### config.mk
export PLATFORM = sky130hd
export DESIGN_NAME = tug_of_war_match_flat
export DESIGN_NICKNAME = d
export VERILOG_FILES = /design/src/rtl/tug_of_war_match_if.sv /design/src/rtl/tug_of_war_match.sv /design/src/flat_wrapper.sv
export SDC_FILE = /design/constraint.sdc
export NUM_CORES = 1
export LEC_CHECK = 0
export ABC_AREA = 1
export BUFFER_PORTS_ARGS = -buffer_cell sky130_fd_sc_hd__buf_2
export CORE_UTILIZATION = 40
export DETAILED_ROUTE_END_ITERATION = 8
export PLACE_DENSITY = 0.68
export SLEW_MARGIN = 40
export SYNTH_ARGS = -nofsm -noshare
export SYNTH_HDL_FRONTEND = slang
export SYNTH_SLANG_ARGS = --single-unit
### constraint.sdc
create_clock -name clk -period 1.48 [get_ports clk]
set_input_delay 0.148 -clock clk [delete_from_list [all_inputs] [get_ports clk]]
set_output_delay 0.148 -clock clk [all_outputs]
set_load 0.01 [all_outputs]
### src/rtl/tug_of_war_match_if.sv
// Player-facing bundle for the tug-of-war match: two raw keys in; rope, scores and verdict out.
// Purely structural. No latency and no backpressure of its own.
interface tug_of_war_match_if #(
    parameter int NUM_POS = 9
);
    logic               key_l;
    logic               key_r;
    logic [NUM_POS-1:0] pos_leds;
    logic [3:0]         score_l;
    logic [3:0]         score_r;
    logic [6:0]         hex_l;
    logic [6:0]         hex_r;
    logic               match_over;
    logic [1:0]         winner;

    modport master (
        output key_l, key_r,
        input  pos_leds, score_l, score_r, hex_l, hex_r, match_over, winner
    );

    modport slave (
        input  key_l, key_r,
        output pos_leds, score_l, score_r, hex_l, hex_r, match_over, winner
    );
endinterface

### src/rtl/tug_of_war_match.sv
// Two-button tug-of-war: synchronised key presses move a one-hot rope LED, end hits score rounds.
// Latency: a raw key edge acts on state SYNC_STAGES+1 cycles later; display decode is combinational.
// No backpressure: presses arriving in HOLD/DONE (except a restart pair in DONE) are dropped.
module tug_of_war_match #(
    parameter int NUM_POS     = 9,
    parameter int WIN_ROUNDS  = 3,
    parameter int HOLD_CYCLES = 50_000_000,
    parameter int SYNC_STAGES = 2
) (
    input  logic                clk,
    input  logic                reset,
    tug_of_war_match_if.slave   bus
);
    localparam int HCW = (HOLD_CYCLES > 2) ? $clog2(HOLD_CYCLES) : 1;
    localparam logic [NUM_POS-1:0] CENTRE = {{(NUM_POS-1){1'b0}}, 1'b1} << (NUM_POS / 2);
    localparam logic [3:0] WIN_SCORE = 4'(WIN_ROUNDS);
    localparam logic [HCW-1:0] HOLD_LAST = HCW'(HOLD_CYCLES - 1);

    typedef enum logic [1:0] {PLAY, HOLD, DONE} state_t;

    state_t             state_q, state_d;
    logic [NUM_POS-1:0] pos_q, pos_d;
    logic [3:0]         score_l_q, score_l_d;
    logic [3:0]         score_r_q, score_r_d;
    logic [1:0]         winner_q, winner_d;
    logic [HCW-1:0]     cnt_q, cnt_d;

    logic [SYNC_STAGES-1:0] sync_l_q, sync_r_q;
    logic                   edge_l_q, edge_r_q;
    logic                   press_l, press_r;

    // Synchronisers idle high (released) so reset never fabricates a press.
    always_ff @(posedge clk or negedge reset) begin
        if (!reset) begin
            sync_l_q <= '1;
            sync_r_q <= '1;
            edge_l_q <= 1'b1;
            edge_r_q <= 1'b1;
        end else begin
            sync_l_q <= {sync_l_q[SYNC_STAGES-2:0], bus.key_l};
            sync_r_q <= {sync_r_q[SYNC_STAGES-2:0], bus.key_r};
            edge_l_q <= sync_l_q[SYNC_STAGES-1];
            edge_r_q <= sync_r_q[SYNC_STAGES-1];
        end
    end

    assign press_l = edge_l_q & ~sync_l_q[SYNC_STAGES-1];
    assign press_r = edge_r_q & ~sync_r_q[SYNC_STAGES-1];

    always_ff @(posedge clk or negedge reset) begin
        if (!reset) begin
            state_q   <= PLAY;
            pos_q     <= CENTRE;
            score_l_q <= '0;
            score_r_q <= '0;
            winner_q  <= 2'b00;
            cnt_q     <= '0;
        end else begin
            state_q   <= state_d;
            pos_q     <= pos_d;
            score_l_q <= score_l_d;
            score_r_q <= score_r_d;
            winner_q  <= winner_d;
            cnt_q     <= cnt_d;
        end
    end

    always_comb begin
        state_d   = state_q;
        pos_d     = pos_q;
        score_l_d = score_l_q;
        score_r_d = score_r_q;
        winner_d  = winner_q;
        cnt_d     = cnt_q;
        case (state_q)
            PLAY: begin
                // A simultaneous pair falls through both branches and cancels, even at an end.
                if (press_l && !press_r) begin
                    if (pos_q[NUM_POS-1]) begin
                        if (score_l_q != WIN_SCORE) score_l_d = score_l_q + 4'd1;
                        winner_d = 2'b10;
                        cnt_d    = '0;
                        state_d  = HOLD;
                    end else begin
                        pos_d = pos_q << 1;
                    end
                end else if (press_r && !press_l) begin
                    if (pos_q[0]) begin
                        if (score_r_q != WIN_SCORE) score_r_d = score_r_q + 4'd1;
                        winner_d = 2'b01;
                        cnt_d    = '0;
                        state_d  = HOLD;
                    end else begin
                        pos_d = pos_q >> 1;
                    end
                end
            end
            HOLD: begin
                if (cnt_q == HOLD_LAST) begin
                    cnt_d = '0;
                    if ((winner_q == 2'b10 && score_l_q == WIN_SCORE) ||
                        (winner_q == 2'b01 && score_r_q == WIN_SCORE)) begin
                        state_d = DONE;
                    end else begin
                        pos_d    = CENTRE;
                        winner_d = 2'b00;
                        state_d  = PLAY;
                    end
                end else begin
                    cnt_d = cnt_q + HCW'(1);
                end
            end
            DONE: begin
                if (press_l && press_r) begin
                    score_l_d = '0;
                    score_r_d = '0;
                    pos_d     = CENTRE;
                    winner_d  = 2'b00;
                    cnt_d     = '0;
                    state_d   = PLAY;
                end
            end
            default: state_d = PLAY;
        endcase
    end

    function automatic logic [6:0] seg7(input logic [3:0] v);
        case (v)
            4'd0:    seg7 = 7'b1000000;
            4'd1:    seg7 = 7'b1111001;
            4'd2:    seg7 = 7'b0100100;
            4'd3:    seg7 = 7'b0110000;
            4'd4:    seg7 = 7'b0011001;
            4'd5:    seg7 = 7'b0010010;
            4'd6:    seg7 = 7'b0000010;
            4'd7:    seg7 = 7'b1111000;
            4'd8:    seg7 = 7'b0000000;
            4'd9:    seg7 = 7'b0010000;
            default: seg7 = 7'b1111111;
        endcase
    endfunction

    assign bus.pos_leds   = pos_q;
    assign bus.score_l    = score_l_q;
    assign bus.score_r    = score_r_q;
    assign bus.hex_l      = seg7(score_l_q);
    assign bus.hex_r      = seg7(score_r_q);
    assign bus.match_over = (state_q == DONE);
    assign bus.winner     = winner_q;
endmodule
### src/flat_wrapper.sv
// flat-port wrapper written by rule: the top's interface ports become plain ports
module tug_of_war_match_flat 
#(
    parameter int NUM_POS     = 9,
    parameter int WIN_ROUNDS  = 3,
    parameter int HOLD_CYCLES = 50_000_000,
    parameter int SYNC_STAGES = 2
)
  (clk, reset, bus_key_l, bus_key_r, bus_pos_leds, bus_score_l, bus_score_r, bus_hex_l, bus_hex_r, bus_match_over, bus_winner);
  tug_of_war_match_if #(.NUM_POS(NUM_POS)) bus_i ();
  input  logic clk;
  input  logic reset;
  input wire logic [$bits(bus_i.key_l)-1:0] bus_key_l;
  input wire logic [$bits(bus_i.key_r)-1:0] bus_key_r;
  output wire logic [$bits(bus_i.pos_leds)-1:0] bus_pos_leds;
  output wire logic [$bits(bus_i.score_l)-1:0] bus_score_l;
  output wire logic [$bits(bus_i.score_r)-1:0] bus_score_r;
  output wire logic [$bits(bus_i.hex_l)-1:0] bus_hex_l;
  output wire logic [$bits(bus_i.hex_r)-1:0] bus_hex_r;
  output wire logic [$bits(bus_i.match_over)-1:0] bus_match_over;
  output wire logic [$bits(bus_i.winner)-1:0] bus_winner;
  assign bus_i.key_l = bus_key_l;
  assign bus_i.key_r = bus_key_r;
  assign bus_pos_leds = bus_i.pos_leds;
  assign bus_score_l = bus_i.score_l;
  assign bus_score_r = bus_i.score_r;
  assign bus_hex_l = bus_i.hex_l;
  assign bus_hex_r = bus_i.hex_r;
  assign bus_match_over = bus_i.match_over;
  assign bus_winner = bus_i.winner;
  tug_of_war_match #(.NUM_POS(NUM_POS), .WIN_ROUNDS(WIN_ROUNDS), .HOLD_CYCLES(HOLD_CYCLES), .SYNC_STAGES(SYNC_STAGES)) u_core (.clk(clk), .reset(reset), .bus(bus_i));
endmodule
==> results.cfg, run 1 <==
[floorplanning]
coreArea_mm2 = 0.00889
ioPinCount = 38
num_rows = 34
die-area_mm2 = 0.00971
die_w_um = 98.5
dieHeight_um = 98.5
start_util_pct = 41.9

[clock_tree]
insertion_delay_ns = 0.32
cts.clk_slew.worst_paths_ns = 0.11
cts_buffer_depth = 2
numClockSinks = 53
numCtsBuffers = 5
cts_tree = built
cts_max_level = 2
root_buffer = clkbuf_8

[logic_synthesis]
synthesis.nets = 567
syn_area_mm2 = 0.00373
syn_avg_cell_area_um2 = 6.80
yosys.area.top_type = dfrtp_1
synth-seq-cells = 53
yosysTopAreaCellShare_pct = 30.9
yosysUniqueCellTypes = 38
yosysMostFrequentCell = nand2_1
synth_warnings = 0
ys.flop_type = dfrtp_1
synth_area_leaders = dfrtp_1 (31%), nand2_1 (19%), nor2_1 (7.5%), nand3_1 (5.9%), inv_1 (5.6%)
synth_edf_count = 0
synthCells = 548
ys_seq_area_share_pct = 35.8
synth_common_cells = nand2_1 (189), nor2_1 (74), inv_1 (56)
async_reset_ff_share_pct = 100

[timing]
max-slew-margin-rel_pct = 73.5
tightest_slew_ns = 0.392
period_needed_ns = 1.69
setup_slack_ns = -0.212
finalHoldViolations = 0
finalCritPeriodShare_pct = 114
maxSlewViolCount = 0
setup_tns_ns = -8.54
finalSetupViolCount = 59
clock_skew_ns = 0.00957
fmax_mhz = 591
rsz0062_at_grt = true

[finish]
syn2layout_area_growth_pct = 47.0
fin_nets = 707
utilization_pct = 61.6
multi_input_area_mm2 = 0.00248
fillers = 758
final-seq-area_mm2 = 0.00134
layout-drive-gt1-share_pct = 37.0
antenna_cells = 0

[critical_path]
r2r_end = u_core.cnt_q[2]
rr_startpoint = u_core.edge_l_q
crit_cells = 12
crit_arrival_ns = 1.91
endpoint_kind = register
r2r_cells = 12
cp_common_cell = nand2_4
slowest_stage = dfstp_2
cpPeakStageDelay_ns = 0.54
crit_chain = inv_2 -> nor2_4 -> nand2_4 -> nand2_4 -> nor2_4 -> inv_4 -> nand2_4 -> nor2_8 -> inv_6 -> clkbuf_16 -> nand2_1 -> o21ai_1
crit_required_ns = 1.70
crit_buf_inv = 4
r2r_slack_ns = -0.21
critPathMaxFanout = 9
path_class = register to register
cpLargestDelayFamily = simple AND/OR/NAND/NOR gates
start_kind = register

[global_routing]
grt_start_max_net_pins = 54
gr-total-overflow = 0
grt_antenna_before_repair = 0
grt_pass1_vias = 3946
grtUsageTotal_pct = 23.1
grt_pass1_wl_mm = 18.2

[placed_design]
pre_cts_slack_ns = -0.189
dp_hpwl_mm = 7.33
io_buffer_count = 37
gp_congestion = 0.979

[route]
wl_met2_mm = 5.11
drcViolationCount = 1
via_per_inst = 5.13
drtIter0Drc = 232
top_layer_used = met4
wl_met3_um = 546
wirelength_mm = 10.6
wl_met1_mm = 4.67
first_pass_iters = 9
wire_per_inst_um = 13.3
ant_nets = 0
via_count = 4089

[run_status]
violations = DRC, setup timing
outcome = finished, violations left

[power]
internal_power_w = 0.00503
power_leakage_nw = 2.69
netSwitchingPower_w = 0.00408
seqPwrFrac_pct = 21.3
clkPwrFrac_pct = 11.5
comb_power_share_pct = 67.2
power_density_mw_per_mm2 = 1660
p_sw_share_pct = 44.8
ir_worst_vdd_mv = 0.996

[min_path]
min-delay-path-class = primary input to asynchronous set/reset pin

[run]
cap_violations = 0
placed cells by master, fill, tap and decap left out, types with 10 or more instances in the layout:
cell type  netlist  final
o21ai_1         10     19
inv_1           56     47
dfrtp_1         46     45
nor2_2           6     13
ha_4             0     10
xor2_1          11     11
nor2_1          74     61
nand2_2          2     16
buf_6            1     25
nand2_1        189    173
buf_4            3     75
nand3_1         44     39
buf_2            3     34
nand4_1         11     11
flip-flops by register name, indices dropped and copies added (netlist names):
signal,cells
u_core.edge_l_q,1
u_core.bus.winner,2
u_core.bus.pos_leds,9
u_core.bus.score_l,4
u_core.cnt_q,26
u_core.edge_r_q,1
u_core.sync_r_q,2
u_core.sync_l_q,2
u_core.bus.score_r,4
u_core.state_q,2
worst max path at each step:
stage	start	endpoint
after floorplan	u_core.edge_l_q	u_core.cnt_q[2]
after global placement	u_core.edge_l_q	u_core.bus.pos_leds[2]
after detailed placement	u_core.edge_l_q	u_core.bus.pos_leds[4]
after CTS	u_core.bus.score_l[0]	bus_hex_l[4]
after global routing	u_core.edge_l_q	u_core.cnt_q[18]
final	u_core.edge_l_q	u_core.cnt_q[2]
power groups by stage:
stage,sequential (W),clock (W),combinational [W]
2_1_floorplan,0.00208,0,0.00246
3_3_place_gp,0.00193,0,0.00421
3_5_place_dp,0.00194,0,0.00432
4_1_cts,0.00194,0.00108,0.00543
5_1_grt,0.00198,0.00112,0.00664
6_report,0.00194,0.00105,0.00612
area by class of cell:
type	count	share of cell area, %
clock buffer	5	1.26
timing repair buffer	142	20.9
tap	108	2.47
clock inverter	3	0.868
multi-input combinational	425	45.4
sequential	53	24.4
inverter	61	4.75
kinds of logic after synthesis:
group | synth area share (%)
flops | 35.8
buf+inv | 7.72
xor+xnor | 3.05
fa+ha+maj | 5.04
compound gates | 7.59
simple gates | 40.8
worst reg2reg max path: stages, from the launching register on:
cell	delay [ns]
dfstp_2	0.54
inv_2	0.04
nor2_4	0.12
nand2_4	0.09
nand2_4	0.11
nor2_4	0.05
inv_4	0.08
nand2_4	0.06
nor2_8	0.16
inv_6	0.07
clkbuf_16	0.17
nand2_1	0.05
o21ai_1	0.05
per-layer routing:
layer  track usage, %  up-vias
li1                 -     2015
met1             30.4     1888
met2             39.8      155
met3             2.48       31
met4             7.12        0
met5                0        -
through the flow:
| stage | hold slack [ns] | std cells | instance area, um2 | total power (W) |
|---|---|---|---|---|
| 2_1_floorplan | -0.148 | 548 | 3780 | 0.00454 |
| 3_3_place_gp | 0.162 | 766 | 4690 | 0.00614 |
| 3_5_place_dp | 0.167 | 766 | 4690 | 0.00626 |
| 4_1_cts | 0.353 | 790 | 5270 | 0.00846 |
| 5_1_grt | 0.360 | 797 | 5480 | 0.00974 |
| 6_report | 0.343 | 797 | 5480 | 0.00911 |
repair_timing:
| action | in CTS | in global routing |
|---|---|---|
| cloned | 0 | 1 |
| setup buffers | 14 | 6 |
| endpoints found under the setup margin | 61 | 62 |
| hold buffers | 3 | 0 |
| resized for setup | 101 | 38 |
| hold endpoints to repair | 48 | 0 |
| pin swaps | 38 | 24 |
No activity file was read; power rests on OpenSTA's default activity.
==> run 2: changes to the inputs <==
==> constraint.sdc (replaced) <==
create_clock -name clk -period 1.48 [get_ports clk]
set_input_delay 0 -clock clk [delete_from_list [all_inputs] [get_ports clk]]
set_output_delay 0 -clock clk [all_outputs]
set_load 0.01 [all_outputs]
==> results.cfg, run 2 (synthesis results as in run 1) <==
[timing]
finalCritPeriodShare_pct = 113
fmax_mhz = 599
clock_skew_ns = 0.0136
rsz0062_at_grt = true
maxSlewViolCount = 0
tightest_slew_ns = 0.572
finalSetupViolCount = 54
setup_tns_ns = -6.25
finalHoldViolations = 0
whs_ns = 0.204
setup_slack_ns = -0.191
period_needed_ns = 1.67
max-slew-margin-rel_pct = 61.8

[global_routing]
gr-total-overflow = 0
grtUsageTotal_pct = 21.8
grt_pass1_vias = 3757
grt_pass1_wl_mm = 17.2
grt_start_max_net_pins = 27
grt_antenna_before_repair = 0

[placed_design]
dp_hpwl_mm = 7.60
gp_congestion = 0.963
io_buffer_count = 37

[finish]
largest_reg_flops = 26
fillers = 782
syn2layout_area_growth_pct = 42.0
antenna_cells = 0
top_register = u_core.cnt_q
mostFrequentLayoutCell = nand2_1
layout-drive-gt1-share_pct = 34.1
fin_nets = 705
final_cell_mix = nand2_1 (178), buf_4 (81), nor2_1 (66)

[critical_path]
cpPeakStageDelay_ns = 0.54
slowest_stage = dfstp_2
crit_arrival_ns = 1.88
endpoint_kind = register
path_class = register to register
critPathMaxFanout = 9
crit_path_start = u_core.edge_l_q
cp_common_cell = nand2_4
crit_required_ns = 1.69
crit_chain = inv_2 -> nor2_4 -> nand2_4 -> nand2_4 -> nor2_2 -> inv_4 -> nand2_4 -> nor2_8 -> inv_6 -> clkbuf_16 -> nand2_1 -> o21ai_1
start_kind = register
rr_startpoint = u_core.edge_l_q

[power]
totalPowerFinal_w = 0.00870
power_density_mw_per_mm2 = 1640
ir_worst_vdd_mv = 1.04
power_leakage_nw = 2.61

[floorplanning]
ioPinCount = 38
dieHeight_um = 98.5
coreArea_mm2 = 0.00889
die-area_mm2 = 0.00971
die_w_um = 98.5
start_util_pct = 41.9
num_rows = 34

[clock_tree]
cts.clk_slew.worst_paths_ns = 0.11
insertion_delay_ns = 0.32
numClockSinks = 53
cts_tree = built
root_buffer = clkbuf_8
cts_max_level = 2
cts_buffer_depth = 2
numCtsBuffers = 5

[min_path]
min-delay-path-class = primary input to asynchronous set/reset pin

[route]
wire_per_inst_um = 13.6
via_count = 4035
ant_nets = 0
drtIter0Drc = 202
first_pass_iters = 9
drcViolationCount = 5
via_per_inst = 5.08
wirelength_mm = 10.8

[run_status]
violations = DRC, setup timing
outcome = finished, violations left

[run]
cap_violations = 0
## run 2: area by class of cell
type | instances | area, um2 | area share, %
Clock buffer | 5 | 68.8 | 1.30
Multi-Input combinational cell | 425 | 2390 | 45.2
Inverter | 61 | 260 | 4.92
Clock inverter | 3 | 22.5 | 0.426
Tap cell | 108 | 135 | 2.55
Sequential cell | 53 | 1340 | 25.3
Timing Repair Buffer | 140 | 1070 | 20.3
## run 2: final timing paths
path                                     endpoint  slack [ns]  depth (start not counted)
hold / removal             u_core.bus.pos_leds[0]        0.20                          2
setup / recovery                  u_core.cnt_q[2]       -0.19                         12
min in group clk               u_core.sync_l_q[0]        0.33                          2
hold reg to reg                u_core.sync_r_q[1]        0.35                          0
max in group asynchronous        u_core.cnt_q[18]        0.65                          3
setup reg to reg                  u_core.cnt_q[2]       -0.19                         12
## run 2: layer usage
metal,up-vias,track usage [%],wire (um)
met5,-,0,0
met4,0,6.66,171
met3,21,2.13,457
met2,126,37.6,5220
met1,1869,28.9,4970
li1,2019,-,-
## run 2: power by group
group          switching [W]  internal [W]
Combinational        0.00326       0.00263
Clock               0.000520      0.000337
Sequential          0.000241       0.00171
Total                0.00402       0.00468
## run 2: worst max-delay path, delay by kind of cell (launching register included)
family                 cells  cell delay (ns)
AOI/OAI and AO/OA          1             0.06
buffers and inverters      4             0.33
DFF                        1             0.54
and+or+nand+nor            7             0.60
## run 2: metrics by stage
step | worst slack [ns] | utilization [%] | instances | area (um2)
floorplan | -0.0243 | - | 548 | 3780
global placement | -0.131 | 52.4 | 763 | 4660
detailed placement | -0.157 | 52.4 | 763 | 4660
CTS | -0.166 | 57.1 | 787 | 5080
global route | -0.272 | 59.5 | 795 | 5290
finish | -0.191 | 59.5 | 795 | 5290
## run 2: what timing repair did
item                       4_1_cts  5_1_grt
hold endpoints to repair        19        0
resized for setup               68       37
pin swaps                       14       23
setup buffers                   13        7
setup endpoints to repair       61       60
hold buffers                     3        0
cloned                           0        1
==> run 3: changes to the inputs <==
--- a/config.mk
+++ b/config.mk
@@ -11,3 +11,4 @@
 export DETAILED_ROUTE_END_ITERATION = 8
-export PLACE_DENSITY = 0.68
+export HOLD_SLACK_MARGIN = 0.12
+export PLACE_DENSITY = 0.6
 export SLEW_MARGIN = 40
==> constraint.sdc (replaced) <==
create_clock -name clk -period 1.48 [get_ports clk]
set_input_delay 0.074 -clock clk [delete_from_list [all_inputs] [get_ports clk]]
set_output_delay 0.074 -clock clk [all_outputs]
set_load 0.01 [all_outputs]
==> results.cfg, run 3 (synthesis results as in run 1) <==
[run_status]
outcome = finished, violations left
violations = DRC, setup timing

[route]
ant_nets = 0
drtIter0Drc = 186
first_pass_iters = 7
wirelength_mm = 10.2
wire_per_inst_um = 12.8
drcViolationCount = 4
via_count = 3874
via_per_inst = 4.89

[global_routing]
grt_use_met3_pct = 2.48
top_usage_layer = met2
grt_antenna_before_repair = 0
grt_pass1_vias = 3687
grt_start_max_net_pins = 23
grtUsageTotal_pct = 21.8
grt_pass1_wl_mm = 17.2
gr-total-overflow = 0
met2_usage_pct = 36.1
met1_usage_pct = 31.0

[timing]
tightest_slew_ns = 0.513
finalCritPeriodShare_pct = 112
max-slew-margin-rel_pct = 65.8
maxSlewViolCount = 0
finalHoldViolations = 0
rsz0062_at_grt = true
period_needed_ns = 1.66
finalSetupViolCount = 55
clock_skew_ns = 0.00969
setup_slack_ns = -0.183
fmax_mhz = 601
setup_tns_ns = -5.87

[placed_design]
gp_congestion = 0.922
io_buffer_count = 37
dp_hpwl_mm = 7.32
dp_cells = 765

[clock_tree]
numClockSinks = 53
cts_buffer_depth = 2
cts_max_level = 2
insertion_delay_ns = 0.31
cts.clk_slew.worst_paths_ns = 0.10
root_buffer = clkbuf_8
numCtsBuffers = 5
cts_tree = built

[power]
power_leakage_nw = 2.61
internal_power_w = 0.00479
clkPwrFrac_pct = 10.2
ir_worst_vdd_mv = 0.854
netSwitchingPower_w = 0.00393
power_density_mw_per_mm2 = 1640
p_sw_share_pct = 45.1
comb_power_share_pct = 67.6
seqPwrFrac_pct = 22.2

[finish]
antenna_cells = 0
stdcell_count = 793
syn2layout_area_growth_pct = 43.0
top_register = u_core.cnt_q
final_cell_mix = nand2_1 (174), buf_4 (77), nor2_1 (61)
utilization_pct = 59.9
fin_nets = 703
mostFrequentLayoutCell = nand2_1
largest_reg_flops = 26
layout-drive-gt1-share_pct = 36.2

[critical_path]
crit_arrival_ns = 1.59
endpoint_kind = output pin
r2r_end = u_core.cnt_q[2]
path_class = register to output pin
critPathMaxFanout = 3
endpoint = bus_hex_l[4]
start_kind = register
r2r_slack_ns = -0.16
crit_required_ns = 1.41
r2r_cells = 12
crit_path_start = u_core.bus.score_l[1]
rr_startpoint = u_core.edge_l_q

[floorplanning]
num_rows = 34
dieHeight_um = 98.5
die_w_um = 98.5
coreArea_mm2 = 0.00889
start_util_pct = 41.9
ioPinCount = 38
die-area_mm2 = 0.00971

[run]
cap_violations = 0

[min_path]
min-delay-path-class = primary input to asynchronous set/reset pin
run 3: cell count changes in the layout (fill, tap and decap cells not counted), sizes merged:
cell      delta
clkinv       -2
clkinvlp     +1
buf          -1
run 3: power groups by stage:
stage                     Combinational [W]  Sequential (W)  Clock, W
after floorplan                     0.00246         0.00208         0
after global placement              0.00423         0.00194         0
after detailed placement            0.00429         0.00194         0
after CTS                           0.00525         0.00192  0.000942
after global routing                0.00637         0.00197  0.000973
final                               0.00589         0.00193  0.000891
run 3: worst min path at each step:
stage	startpoint	end	slack (ns)	cells after the start
floorplan	reset	u_core.bus.pos_leds[0]	-0.22	0
global placement	reset	u_core.bus.pos_leds[5]	0.06	1
detailed placement	reset	u_core.bus.pos_leds[5]	0.07	1
CTS	reset	u_core.bus.pos_leds[5]	0.27	2
global route	reset	u_core.bus.pos_leds[6]	0.31	2
finish	reset	u_core.bus.pos_leds[5]	0.27	2
run 3: routing by layer:
metal | wire length [um] | part of all wire (%)
met4 | 68 | 0.67
met5 | 0 | 0
met3 | 303 | 3.0
met2 | 4670 | 46
met1 | 5120 | 50
run 3: timing repair:
item | in CTS | in global routing
gates resized for setup | 75 | 46
hold endpoints to repair | 22 | 0
endpoints found under the setup margin | 61 | 61
pin swaps | 24 | 20
hold buffers | 3 | 0
setup buffers | 16 | 2
run 3: layout make-up:
type,instances,area (um2)
clock buffer,6,82.6
clock inverter,2,17.5
fill,819,3560
inverter,61,259
multi-input combinational,425,2410
sequential,53,1340
tap,108,135
timing repair buffer,138,1080
run 3: through the flow:
step,total power (W),worst slack (ns),cell area (um2),hold WS (ns)
3_3_place_gp,0.00617,-0.168,4670,0.0608
4_1_cts,0.00812,-0.157,5150,0.273
3_5_place_dp,0.00623,-0.150,4670,0.0726
5_1_grt,0.00931,-0.270,5330,0.313
2_1_floorplan,0.00454,-0.0243,3780,-0.222
6_report,0.00872,-0.183,5330,0.275
run 3: worst max-delay path: stages (launching register included):
cell and delay (ns):
dfrtp_1 0.43, buf_6 0.15, buf_12 0.13, ha_4 0.16, a21oi_2 0.13, o21ai_1 0.09
o21ai_1 0.07, buf_2 0.14
